`config.mk`:
```
export PLATFORM = sky130hd
export DESIGN_NAME = mshr_drain_ctrl
export DESIGN_NICKNAME = d
export VERILOG_FILES = /design/src/rtl/mshr_drain_ctrl_pkg.sv /design/src/rtl/mshr_drain_ctrl.sv
export SDC_FILE = /design/constraint.sdc
export NUM_CORES = 1
export LEC_CHECK = 0
export BUFFER_PORTS_ARGS = -buffer_cell sky130_fd_sc_hd__buf_2
export CORE_AREA = 2 2 522 524
export DETAILED_ROUTE_END_ITERATION = 8
export DIE_AREA = 0 0 524 526
export HOLD_SLACK_MARGIN = 0.1
export PLACE_DENSITY = 0.3
export REMOVE_ABC_BUFFERS = 1
export SLEW_MARGIN = 5
export SYNTH_ARGS = -nofsm -noshare
export SYNTH_HDL_FRONTEND = slang
export SYNTH_SLANG_ARGS = --single-unit
```
`constraint.sdc`:
```
create_clock -name clk -period 2.12 [get_ports clk]
set_input_delay 0.106 -clock clk [delete_from_list [all_inputs] [get_ports clk]]
set_output_delay 0.106 -clock clk [all_outputs]
set_load 0.005 [all_outputs]
```
`src/rtl/mshr_drain_ctrl_pkg.sv`:
```
// Shared types for the MSHR drain controller.
//   lc3b_mpnc_tag      : line tag (addr[15:5])
//   lc3b_32bytes       : one cache line
//   lc3b_word          : 16-bit machine word / address
//   lc3b_drain_state_t : drain FSM state encoding (also exported on state_dbg)
package mshr_drain_ctrl_pkg;

    localparam int MDC_TAG_W    = 11;
    localparam int MDC_OFFSET_W = 5;
    localparam int MDC_LINE_W   = 256;

    typedef logic [MDC_TAG_W-1:0]  lc3b_mpnc_tag;
    typedef logic [MDC_LINE_W-1:0] lc3b_32bytes;
    typedef logic [15:0]           lc3b_word;

    typedef enum logic [2:0] {
        DS_IDLE   = 3'd0,
        DS_FETCH  = 3'd1,
        DS_MERGE  = 3'd2,
        DS_FILL   = 3'd3,
        DS_WB     = 3'd4,
        DS_RETIRE = 3'd5
    } lc3b_drain_state_t;

    // Increment that sticks at all-ones instead of wrapping.
    function automatic lc3b_word sat_inc(input lc3b_word c);
        return (c == 16'hFFFF) ? c : c + 16'd1;
    endfunction

endpackage

```
`src/rtl/mshr_drain_ctrl.sv`:
```
// mshr_drain_ctrl: drains the MSHR head entry (cur_ptr) toward physical memory.
// A waiting entry is fetched from pmem, merged back into the MSHR (load_line),
// then installed into the cache (fill_valid). A dirty entry is written back.
// Every entry is finally retired with an inc_cur_ptr pulse.
//
// Ports
//   clk, rst_n                      clock, synchronous active-low reset
//   head_valid/waiting_in/dirty_in  head entry status
//   tag_in, line_in                 head entry tag and (merged) data
//   load_line, line_data_out        merge pulse and registered pmem read data
//   inc_cur_ptr                     retire pulse
//   wb_lock                         head entry frozen (MERGE..RETIRE)
//   fill_valid/fill_tag/fill_line   cache install pulse and payload
//   pmem_read/pmem_write/pmem_address/pmem_wdata/pmem_rdata/pmem_resp
//                                   physical memory port
//   retire_count                    saturating count of retired entries
//   state_dbg                       current FSM state (debug visibility)
//
// pmem handshake: pmem_read / pmem_write are levels that rise when the FSM
// enters FETCH / WB and stay high, with a stable address and write data,
// until the cycle in which pmem_resp is sampled high. pmem_resp is a single
// cycle completion; read data is taken only in that cycle. The request is
// low on the following cycle. pmem_resp while no request is up is ignored.
module mshr_drain_ctrl
    import mshr_drain_ctrl_pkg::*;
#(
    parameter int TAG_W    = MDC_TAG_W,
    parameter int OFFSET_W = MDC_OFFSET_W,
    parameter int LINE_W   = MDC_LINE_W
) (
    input  logic                clk,
    input  logic                rst_n,
    input  logic                head_valid,
    input  logic                waiting_in,
    input  logic                dirty_in,
    input  logic [TAG_W-1:0]    tag_in,
    input  logic [LINE_W-1:0]   line_in,
    output logic                load_line,
    output logic [LINE_W-1:0]   line_data_out,
    output logic                inc_cur_ptr,
    output logic                wb_lock,
    output logic                fill_valid,
    output logic [TAG_W-1:0]    fill_tag,
    output logic [LINE_W-1:0]   fill_line,
    output logic                pmem_read,
    output logic                pmem_write,
    output logic [15:0]         pmem_address,
    output logic [LINE_W-1:0]   pmem_wdata,
    input  logic [LINE_W-1:0]   pmem_rdata,
    input  logic                pmem_resp,
    output logic [15:0]         retire_count,
    output logic [2:0]          state_dbg
);

    lc3b_drain_state_t state, state_nx;
    logic [TAG_W-1:0]  tag_r;

    always_ff @(posedge clk) begin
        if (!rst_n) begin
            state         <= DS_IDLE;
            tag_r         <= '0;
            line_data_out <= '0;
            retire_count  <= '0;
        end else begin
            state <= state_nx;
            // The tag is frozen for the whole drain of this entry.
            if (state == DS_IDLE && head_valid) begin
                tag_r <= tag_in;
            end
            if (state == DS_FETCH && pmem_resp) begin
                line_data_out <= pmem_rdata;
            end
            if (state == DS_RETIRE) begin
                retire_count <= sat_inc(retire_count);
            end
        end
    end

    always_comb begin
        state_nx    = state;
        load_line   = 1'b0;
        inc_cur_ptr = 1'b0;
        wb_lock     = 1'b0;
        fill_valid  = 1'b0;
        pmem_read   = 1'b0;
        pmem_write  = 1'b0;
        case (state)
            DS_IDLE: begin
                if (head_valid) begin
                    if (waiting_in)    state_nx = DS_FETCH;
                    else if (dirty_in) state_nx = DS_WB;
                    else               state_nx = DS_RETIRE;
                end
            end
            DS_FETCH: begin
                // Not locked: CPU word writes into the waiting entry are still
                // allowed here and survive the merge.
                pmem_read = 1'b1;
                if (pmem_resp) state_nx = DS_MERGE;
            end
            DS_MERGE: begin
                load_line = 1'b1;
                wb_lock   = 1'b1;
                state_nx  = DS_FILL;
            end
            DS_FILL: begin
                fill_valid = 1'b1;
                wb_lock    = 1'b1;
                state_nx   = dirty_in ? DS_WB : DS_RETIRE;
            end
            DS_WB: begin
                pmem_write = 1'b1;
                wb_lock    = 1'b1;
                if (pmem_resp) state_nx = DS_RETIRE;
            end
            DS_RETIRE: begin
                inc_cur_ptr = 1'b1;
                wb_lock     = 1'b1;
                state_nx    = DS_IDLE;
            end
            default: state_nx = DS_IDLE;
        endcase
    end

    assign pmem_address = {tag_r, {OFFSET_W{1'b0}}};
    assign pmem_wdata   = line_in;
    assign fill_tag     = tag_r;
    assign fill_line    = line_in;
    assign state_dbg    = state;

endmodule

```
==> out/summary.txt <==
RSZ-0062 raised after global routing = false
Worst path arrival time = 2.51 ns
Synthesized flop and latch total = 286
Syn Std Cell Area = 14120 µm²
PD cells = 695.9 nW/µm²
WL/cell = 53.56 µm
# rows = 191
Internal power = 0.01057 W
Initial antenna violation count = 126
Fraction of layout cells with a size suffix above 1 = 31.60%
Overall Global Routing Usage = 21.73%
Combinational share of power = 15.1%
Worst setup SP type = register
CTS Sinks = 286
CP Cell Sequence = buf_4 > or3b_2 > a21oi_1 > o21a_1 > dlygate4sd3_1
Clk_lat worst skew = 0.64 ns
Worst path max stage delay = 0.55 ns
Area of the die = 275600 µm²
H-tree depth = 2
Most common cell after layout, fill and taps aside = buf_2
CP required = 2.70 ns
# setup viols final = 0
Final hold violations = 0
WS Path Type = reg2reg
Post-route ant nets = 0
Largest family of logic cells by synthesized area = buffers and inverters
Synth Area in Adders = 0.08860%
Die Span Y = 526 µm
Io pins = 1349
Layout Nets = 2659
Max-slew violations = 0
Max Freq = 515.9 MHz
Mux cell area share after synthesis = 0.2126%
Yosys warns = 0
Sw Pwr = 0.004623 W
Layout area overhead = 54.64%
Final worst path period need = 1.938 ns
Commonest non-fill, non-tap cells in the layout = buf_2, nand2_1, dfxtp_1, dlygate4sd3_1, a21oi_1
Port Buffer Count = 575
Clock slew at reported path FFs = 0.06 ns
Synth Area in Simple Gates = 16.89%
Outcome = finished clean
Drt initial violations = 1156
Xor-xnor portion of the synthesized cell area = 0.1861%
Slowest cell on crit path = dlygate4sd3_1
CTS root buffer = clkbuf_16
Seq/Total Area, Yosys = 40.54%
Max Clock Skew = 0.01423 ns
Worst vdd ir = 0.0004889 V
Place WS = 0.2774 ns
CTS tree = done
Largest net degree at the start of global routing = 95
CTS Buf Count = 41
First-pass DRT Iterations = 5
Routed wire length = 310500 µm
Leakage = 7.945 nW
Max Cap Violations = 0
Total grt overflow = 0
Drt via density = 2.704
CP max FO = 9
Clk pwr share = 46.9%
Crit-path leading delay family = buffers and inverters
Library cells used by synthesis = 44
Setup crit end kind = register
Final setup margin = 0.1815 ns
Initial Util = 5.234%
Post-CTS setup buffer count = 0
CP bufs+invs = 2
Vias = 15670
Total negative slack = 0 ns
Hold Crit Class = in2out
Compound-Gate Fraction of Synth Area = 10.92%
Sequential fraction of design power = 38.0%
Sw Share = 30.42%
Avg Inst Size Synth = 7.777 µm²
Die span in x = 524 µm
Core area = 269800 µm²
Detailed Place HPWL = 279300 µm
Worst slew pin tran = 0.6835 ns
Slew headroom = 54.43%
GP Congestion = 0.8326
Fin crit share = 91.44%
Residual DRC count = 0
Clock Path Buffers = 3
First-pass GRT wire length = 339300 µm
Vias in the first global route = 13310
Post-Syn Instances = 1816
[worst paths after layout]
| kind | from | end | slack (ns) | depth (start not counted) |
|---|---|---|---|---|
| worst min-delay path | line_in[122] | fill_line[122] | 0.21 | 0 |
| worst max register to register | state_dbg[0] | state_dbg[0] | 0.18 | 5 |
| worst min register to register | line_data_out[63] | line_data_out[63] | 0.45 | 2 |
| worst max-delay path | state_dbg[0] | state_dbg[0] | 0.18 | 5 |
[layout make-up]
cell class / instances / area, µm²
Inverter: 7 / 33.78
Clock inverter: 14 / 135.1
Timing Repair Buffer: 889 / 6096
Clock buffer: 58 / 1171
Fill cell: 31670 / 248000
Antenna cell: 68 / 170.2
Multi-Input combinational cell: 904 / 4038
Tap cell: 3570 / 4467
Sequential cell: 286 / 5728
[power groups by stage]
| stage | clock [W] | sequential [W] | combinational [W] |
|---|---|---|---|
| 3_3_place_gp | 0 | 0.00589 | 0.00184 |
| 3_5_place_dp | 0 | 0.00589 | 0.00183 |
| 6_report | 0.00712 | 0.00578 | 0.00230 |
| 4_1_cts | 0.00752 | 0.00578 | 0.00241 |
| 5_1_grt | 0.00766 | 0.00581 | 0.00250 |
| 2_1_floorplan | 0 | 0.00589 | 0.000612 |
[what timing repair did]
item                                    CTS  global route
endpoints found under the hold margin   276             0
endpoints found under the setup margin    2             1
pin swaps                                 0             0
resized for setup                         4             1
hold buffers                            283             0
[metal layers]
metal | vias up | routed length, µm | track usage [%]
li1 | 5973 | - | -
met1 | 6833 | 68450 | 13.36
met2 | 2399 | 143000 | 35.56
met3 | 361 | 72200 | 23.79
met4 | 108 | 20090 | 11.63
met5 | - | 6760 | 17.90
[kinds of logic after synthesis]
logic type               Yosys count
buffers and inverters            630
AND/OR/NAND/NOR                  593
AO/OA/AOI/OAI                    299
flip-flops                       286
XOR/XNOR                           3
multiplexers                       3
adder cells (fa/ha/maj)            1
other                              1
[registers in the layout, summed over array words and instances, names as in the netlist]
name and cells:
fill_tag 11, state_dbg 3, line_data_out 256, retire_count 16
[synthesized netlist by cell type, drive strengths merged]
master,instances,area (µm²)
a21oi,279,1396
a221oi,1,8.760
and2,1,6.260
and3,2,12.51
and3b,1,8.760
and4,2,17.52
and4b,1,10.01
buf,572,4179
clkbuf,51,191.4
conb,1,3.750
dfxtp,286,5725
ha,1,12.51
inv,7,26.28
mux2i,3,30.03
nand2,543,2038
nand2b,2,12.51
nand3,5,25.02
nand3b,3,22.52
nand4,7,71.31
nor2,4,15.01
nor2b,1,6.260
nor3,3,15.01
nor3b,3,22.52
nor4,2,12.51
nor4b,1,8.760
o2111ai,1,15.01
o21a,2,15.01
o21ai,10,50.05
o311ai,2,17.52
o31ai,2,15.01
o41ai,2,25.03
or2,1,6.260
or3,8,50.05
or3b,1,8.760
or4,2,15.01
xnor2,1,8.760
xor2,2,17.52
[stage by stage]
| stage | area (µm²) | util [%] | instances | hold WS [ns] | total power [W] |
|---|---|---|---|---|---|
| 2_1_floorplan | 9767 | - | 1197 | 0.2120 | 0.006506 |
| 3_3_place_gp | 17520 | 6.493 | 5373 | 0.2139 | 0.007727 |
| 3_5_place_dp | 17520 | 6.493 | 5373 | 0.2139 | 0.007728 |
| 4_1_cts | 21670 | 8.031 | 5728 | 0.1353 | 0.01571 |
| 5_1_grt | 21770 | 8.069 | 5769 | 0.2127 | 0.01597 |
| 6_report | 21840 | 8.094 | 5796 | 0.2129 | 0.01520 |
(Power assumes the default switching activity.)
